<file path="src/rtl/iob_sram_port_arb.sv">
// Round-robin arbiter sharing one native-bus SRAM port among N_MASTERS requesters.
// Define IOB_SOC_SUT_ARB_FIXED_PRIO_EN for fixed priority (lowest index wins).
module iob_sram_port_arb #(
    parameter int N_MASTERS = 2,
    parameter int ADDR_W    = 32,
    parameter int DATA_W    = 32,
    parameter int MAX_WAIT  = 15
) (
    input  logic                            clk_i,
    input  logic                            cke_i,
    input  logic                            arst_i,
    input  logic [N_MASTERS-1:0]            m_avalid_i,
    input  logic [N_MASTERS*ADDR_W-1:0]     m_addr_i,
    input  logic [N_MASTERS*DATA_W-1:0]     m_wdata_i,
    input  logic [N_MASTERS*(DATA_W/8)-1:0] m_wstrb_i,
    output logic [N_MASTERS-1:0]            m_ready_o,
    output logic [N_MASTERS-1:0]            m_rvalid_o,
    output logic [DATA_W-1:0]               m_rdata_o,
    output logic                            s_avalid_o,
    output logic [ADDR_W-1:0]               s_addr_o,
    output logic [DATA_W-1:0]               s_wdata_o,
    output logic [DATA_W/8-1:0]             s_wstrb_o,
    input  logic                            s_ready_i,
    input  logic                            s_rvalid_i,
    input  logic [DATA_W-1:0]               s_rdata_i,
    output logic                            timeout_o
);

    localparam int PW = (N_MASTERS > 1) ? $clog2(N_MASTERS) : 1;
    localparam int CW = $clog2(MAX_WAIT + 1);
    localparam int SW = DATA_W / 8;

    typedef enum logic {IDLE, RD_WAIT} state_t;

    state_t        state, state_nxt;
    logic [PW-1:0] owner, owner_nxt;
    logic [PW-1:0] base, sel;
    logic [CW-1:0] wait_cnt, wait_nxt;
    logic          found;

`ifdef IOB_SOC_SUT_ARB_FIXED_PRIO_EN
    assign base = '0;
`else
    logic [PW-1:0] ptr, ptr_nxt;
    assign base = ptr;
`endif

    // Scan requesters starting at the round-robin base, wrapping modulo N.
    always_comb begin
        int idx;
        idx   = 0;
        sel   = '0;
        found = 1'b0;
        for (int i = 0; i < N_MASTERS; i++) begin
            idx = int'(base) + i;
            if (idx >= N_MASTERS) idx = idx - N_MASTERS;
            if (!found && m_avalid_i[idx]) begin
                found = 1'b1;
                sel   = PW'(idx);
            end
        end
    end

    assign s_addr_o  = m_addr_i[int'(sel)*ADDR_W +: ADDR_W];
    assign s_wdata_o = m_wdata_i[int'(sel)*DATA_W +: DATA_W];
    assign s_wstrb_o = m_wstrb_i[int'(sel)*SW +: SW];
    assign m_rdata_o = s_rdata_i;

    always_comb begin
        state_nxt  = state;
        owner_nxt  = owner;
        wait_nxt   = wait_cnt;
`ifndef IOB_SOC_SUT_ARB_FIXED_PRIO_EN
        ptr_nxt    = ptr;
`endif
        s_avalid_o = 1'b0;
        m_ready_o  = '0;
        m_rvalid_o = '0;
        timeout_o  = 1'b0;
        unique case (state)
            IDLE: begin
                if (found) begin
                    s_avalid_o     = 1'b1;
                    m_ready_o[sel] = s_ready_i;
                    if (s_ready_i) begin
`ifndef IOB_SOC_SUT_ARB_FIXED_PRIO_EN
                        ptr_nxt = (sel == PW'(N_MASTERS - 1)) ? '0 : sel + 1'b1;
`endif
                        owner_nxt = sel;
                        if (s_wstrb_o == '0) begin
                            state_nxt = RD_WAIT;
                            wait_nxt  = '0;
                        end
                    end
                end
            end
            RD_WAIT: begin
                m_rvalid_o[owner] = s_rvalid_i;
                if (s_rvalid_i) begin
                    state_nxt = IDLE;
                end else if (wait_cnt == CW'(MAX_WAIT)) begin
                    state_nxt = IDLE;
                    timeout_o = cke_i;
                end else begin
                    wait_nxt = wait_cnt + 1'b1;
                end
            end
            default: state_nxt = IDLE;
        endcase
        // Outputs are quiet while reset is held, even with requests pending.
        if (arst_i) begin
            s_avalid_o = 1'b0;
            m_ready_o  = '0;
            m_rvalid_o = '0;
            timeout_o  = 1'b0;
        end
    end

    always_ff @(posedge clk_i) begin
        if (arst_i) begin
            state    <= IDLE;
            owner    <= '0;
            wait_cnt <= '0;
`ifndef IOB_SOC_SUT_ARB_FIXED_PRIO_EN
            ptr      <= '0;
`endif
        end else if (cke_i) begin
            state    <= state_nxt;
            owner    <= owner_nxt;
            wait_cnt <= wait_nxt;
`ifndef IOB_SOC_SUT_ARB_FIXED_PRIO_EN
            ptr      <= ptr_nxt;
`endif
        end
    end

endmodule

</file>
<file path="config.mk">
export PLATFORM = sky130hd
export DESIGN_NAME = iob_sram_port_arb
export DESIGN_NICKNAME = d
export VERILOG_FILES = /design/src/rtl/iob_sram_port_arb.sv
export SDC_FILE = /design/constraint.sdc
export NUM_CORES = 1
export LEC_CHECK = 0
export BUFFER_PORTS_ARGS = -buffer_cell sky130_fd_sc_hd__buf_2
export CAP_MARGIN = 20
export CORE_AREA = 2 2 108 110
export CTS_CLUSTER_SIZE = 14
export DETAILED_ROUTE_END_ITERATION = 16
export DIE_AREA = 0 0 110 112
export SKIP_CTS_REPAIR_TIMING = 1
export SYNTH_ARGS = -nofsm -noshare
export SYNTH_HDL_FRONTEND = slang
export SYNTH_SLANG_ARGS = --single-unit
export TNS_END_PERCENT = 30
</file>
<file path="constraint.sdc">
create_clock -name clk_i -period 2.3 [get_ports clk_i]
set_clock_uncertainty 0.1 [all_clocks]
set_input_delay 0.23 -clock clk_i [delete_from_list [all_inputs] [get_ports clk_i]]
set_output_delay 0.23 -clock clk_i [all_outputs]
set_load 0.005 [all_outputs]
</file>
-- After elaboration in Yosys (flattened, before gate mapping)
Index checks and enable logic that the tools add are counted.
- bits in registers: 7
- memory bits (read-only): 0
- latch bits: 0
- memories: 0
- output and inout port bits: 106
- memory bits (writable): 0
- logic and storage cells: 77
- multiply operators: 0
- order comparisons: 8
- div/mod/pow operators: 0
- equality and inequality tests: 6
- $add $sub $neg: 5
- muxes and demuxes: 41
- bitwise gates (word level): 3
- shift operators: 3
- reduce and logical (&&, ||, !) cells: 7
- operators by type and width (cell ; count):
    indexed part select 64 x 7 -> 32 bit ; 2
    less-than comparator 32 x 3 -> 1 bit (second input constant) ; 2
    two-way mux 32 bit ; 2
    two-way mux 1 bit ; 25
    two-way mux 4 bit ; 5
    two-way mux 2 bit ; 5
    inequality test 2 bit (second input constant) ; 5
    one-hot mux 4 bit (2 select lines) ; 1
    indexed part select 8 x 4 -> 4 bit ; 1
    AND reduction 6 bit ; 1
    adder 4 x 1 -> 4 bit (second input constant) ; 1
    AND 2 bit ; 2
    equality test 4 bit (second input constant) ; 1
    zero test 4 bit ; 1
    less-than comparator 1 x 2 -> 1 bit (second input constant) ; 2
    AND reduction 4 bit ; 1
    logical AND 1 bit ; 3
    subtractor 1 x 2 -> 3 bit (second input constant) ; 1
    subtractor 2 x 2 -> 3 bit (second input constant) ; 1
    adder 1 x 1 -> 2 bit (second input constant) ; 1
    demux 1 bit (select 1 bit) ; 2
    greater-or-equal comparator 1 bit (second input constant) ; 2
    greater-or-equal comparator 1 x 2 -> 1 bit (second input constant) ; 1
    greater-or-equal comparator 2 bit (second input constant) ; 1
    other kinds (4) ; 4

-- Depth between registers and ports, before layout
- word-level depth: 17
- gate-level depth with buffers: 5
- mapped depth without buffers: 5

-- Least setup slack after synthesis
No wires, ideal clock.
- kind: flip-flop to output port
- start: reg ptr, in the netlist base
- end: out s_addr_o[0]
- path slack: 598 ps
- arrival: 1372 ps
- stages on the path, launching flop included: 6
- cells stage by stage: dfxtp_1 nand2b_1 nand2_1 buf_2 buf_4 mux2_1
- longest elaborated chain between the ends: 10
- elaborated cells between the ends (all ways): 19
- classes of those cells: 3 x add/sub; 2 x order compare; 1 x shift; 11 x mux; 2 x reduce/logical
- ends and longest elaborated chain (item ; RTL line ; source):
    start, declared ; 44 ; logic [PW-1:0] ptr, ptr_nxt;
    start signal, assigned ; 132 ; ptr <= ptr_nxt;
    subtractor 1 x 2 -> 3 bit or greater-or-equal comparator 1 x 2 -> 1 bit (tied branches) ; 56 ; if (idx >= N_MASTERS) idx = idx - N_MASTERS;
    two-way mux 32 bit ; 56 ;
    two-way mux 1 bit (implied by the code) (3 in a row) ; 57 ; if (!found && m_avalid_i[idx]) begin
    two-way mux 1 bit ; 57 ;
    zero test 1 bit ; 57 ;
    logical AND 1 bit ; 57 ;
    two-way mux 1 bit * ; 57 ;
    indexed part select 64 x 7 -> 32 bit * ; 64 ; assign s_addr_o = m_addr_i[int'(sel)*ADDR_W +: ADDR_W];
    end, declared ; 20 ; output logic [ADDR_W-1:0] s_addr_o,
Every way passes the cells marked *; elsewhere a longest branch is shown, timed or not. The select of a mux whose other input is x is not followed.

-- Worst setup path in the final report
- start: reg ptr, in the netlist base
- end: out s_addr_o[4]
The elaborated chain is that of the path after synthesis.

==> results.toml <==
[outcome]
status = "finished clean"

[floorplan]
coreArea_um2 = 11170
die_h_um = 112
rows = 39
die_x_um = 110
num_io_pins = 281
die-area_um2 = 12320
start_util_pct = 13.73

[yosys]
syn-cell-area_um2 = 1534
syn_avg_cell_area_um2 = 8.971
synthArstFlopShare_pct = 0
seq_area_frac_synth_pct = 9.135
synth_top_area_share_pct = 42.58
yosys-top-cells-count = "mux2_2, buf_4, mux2_1"
yosysMostFrequentCell = "mux2_2"
synth_seq_cells = 7
synth_ff_type = "dfxtp_1"
synth_nets = 347
yosysWarningCount = 0
synth_top_area_cell = "mux2_2"
ys_top_cells_by_area = "mux2_2, buf_4, dfxtp_1, mux2_1, nand2b_1"
synthDistinctLibCells = 33
synth_cells = 171
synth_edf_count = 0

[worst_setup_path]
rr_startpoint = "state$_SDFFE_PP0P_"
critical_path_class = "reg2out"
critPathMaxFanout = 69
r2r_cells = 5
reg2reg_slack_ns = 0.44
rr_endpoint = "wait_cnt[3]$_SDFFE_PP0P_"
cp.required_ns = 1.97
cp.arrival_ns = 1.77
crit_path_end_kind = "output port"
critPathLaunchType = "flip-flop"

[detailed_routing]
remaining_drc_errors = 0
postRouteAntennaNets = 0
vias = 2009
dr.pass1.iters = 4
totalWireLength_mm = 7.679
dr.first_iter.drc_count = 71
via_per_inst = 4.059
wire_per_inst_um = 15.51

[placement]
placed_area_um2 = 2535
dp_hpwl_mm = 6.835
io_buffers = 216
place_congestion = 0.8304

[global_route]
grt_pass1_wl_mm = 10.66
grt-ovfl-total = 0
antenna_found_initial = 1
grt_pass1_vias = 2003
grt_usage_pct = 11.23
grt_max_degree = 70

[final_layout]
finish.utilization_pct = 23.39
final_area_um2 = 2614
drive_gt1_share_pct = 80.68
seqCellArea_um2 = 140.1
fill_cells = 1231
antenna_cells = 0
multi_input_area_um2 = 1104
fin_nets = 529
syn_to_final_growth_pct = 70.39

[clock_network]
clockBufferDepth = 2
cts_tree = "yes"
cts_made_buffers = 3
htreeDepth = 1
cts_num_sinks = 7
clk_latency_ns = 0.23
path_clk_slew_ns = 0.04
cts-root-buf = "clkbuf_16"

[min_path]
hp-class = "in2reg"
hold_end = "owner$_SDFFE_PP0P_"
hold_start = "arst_i"
hold_depth = 2

[timing]
hold_viol = 0
slew_headroom_pct = 75.88
tightest_slew_ns = 0.3619
fmax_mhz = 476.2
rsz0062_at_grt = "false"
final.setup.tns_ns = 0
slew_viol_final = 0
final_min_period_over_clock_period_pct = 91.31
finalSetupViolCount = 0
fin_crit_ns = 2.100

[power_and_ir_drop]
p_leak_nw = 1.348
power_uw = 870.5
ir_worst_vdd_uv = 309.6
power_density_nw_per_um2 = 333.0

[flow_run]
cap_violations = 0
-- metal layers --
| layer | up-vias | GRT usage, % | share of wire [%] |
|---|---|---|---|
| li1 | 951 | - | - |
| met1 | 918 | 13.71 | 38 |
| met2 | 123 | 19.39 | 51 |
| met3 | 15 | 2.576 | 9.1 |
| met4 | 2 | 3.207 | 1.8 |
| met5 | - | 0 | 0.17 |
-- where the power goes --
part | switching, mW | total (mW) | internal (mW)
sequential | 0.00316 | 0.128 | 0.125
combinational | 0.178 | 0.438 | 0.260
clock | 0.0728 | 0.304 | 0.231
-- layout make-up --
cell class              instances  area share, %
multi-input cells             121          42.22
repair buffers                217          42.13
well taps                     143          6.845
flip-flops and latches          7          5.361
clock buffers                   4          3.016
inverters                       3         0.4308
-- flip-flops by register name (all words and copies together) (netlist names) --
name      count
state         1
wait_cnt      4
owner         1
base          1
-- worst max path at each step --
stage	startpoint	end	slack [ns]	cells past startpoint
after floorplan	base$_SDFFE_PP0P_	s_addr_o[0]	0.60	5
after global placement	state$_SDFFE_PP0P_	wait_cnt[2]$_SDFFE_PP0P_	0.42	5
after detailed placement	state$_SDFFE_PP0P_	wait_cnt[3]$_SDFFE_PP0P_	0.40	5
after CTS	base$_SDFFE_PP0P_	s_wdata_o[5]	0.19	5
after global routing	base$_SDFFE_PP0P_	s_wdata_o[5]	0.12	5
final	base$_SDFFE_PP0P_	s_addr_o[4]	0.20	5
-- logic make-up (layout without fill, tap and decap cells) --
group           after synthesis  count (layout)  synth area share [%]
mux                          68              68                 49.92
buf+inv                      43             224                 19.09
flops                         7               7                 9.135
simple gates                 32              32                 12.07
compound gates               20              20                 8.973
fa+ha+maj                     1               1                0.8155
-- critical path, stage by stage, from the launching register on --
cell and delay, ns:
dfxtp_1 0.31, nand2b_1 0.21, nand2_2 0.12, buf_12 0.32
mux2_2 0.40, buf_2 0.14
-- layout by cell type (no fill, tap or decap), types with 2 or more instances in the layout --
cell type and instances:
buf_2 216, mux2_2 58, mux2_1 10, dfxtp_1 7, nor2_1 6, nand2b_1 5, nand3_1 4, nand2_1 3
a21oi_1 3, inv_1 3, o32ai_1 3, o21ai_0 3, clkbuf_16 3, nor3b_1 2, nor3_1 2, or4_1 2
a21oi_2 2, o21ai_1 2, nand3b_1 2
-- stage by stage --
step / hold WS, ns / setup slack (ns) / cells
final: 0.1884 / 0.1999 / 495
after global routing: 0.2015 / 0.1219 / 495
after CTS: 0.1889 / 0.1900 / 495
after detailed placement: 0.3600 / 0.4029 / 491
after global placement: 0.3600 / 0.4215 / 491
after floorplan: 0.2397 / 0.5976 / 171
(Power assumes the default switching activity.)
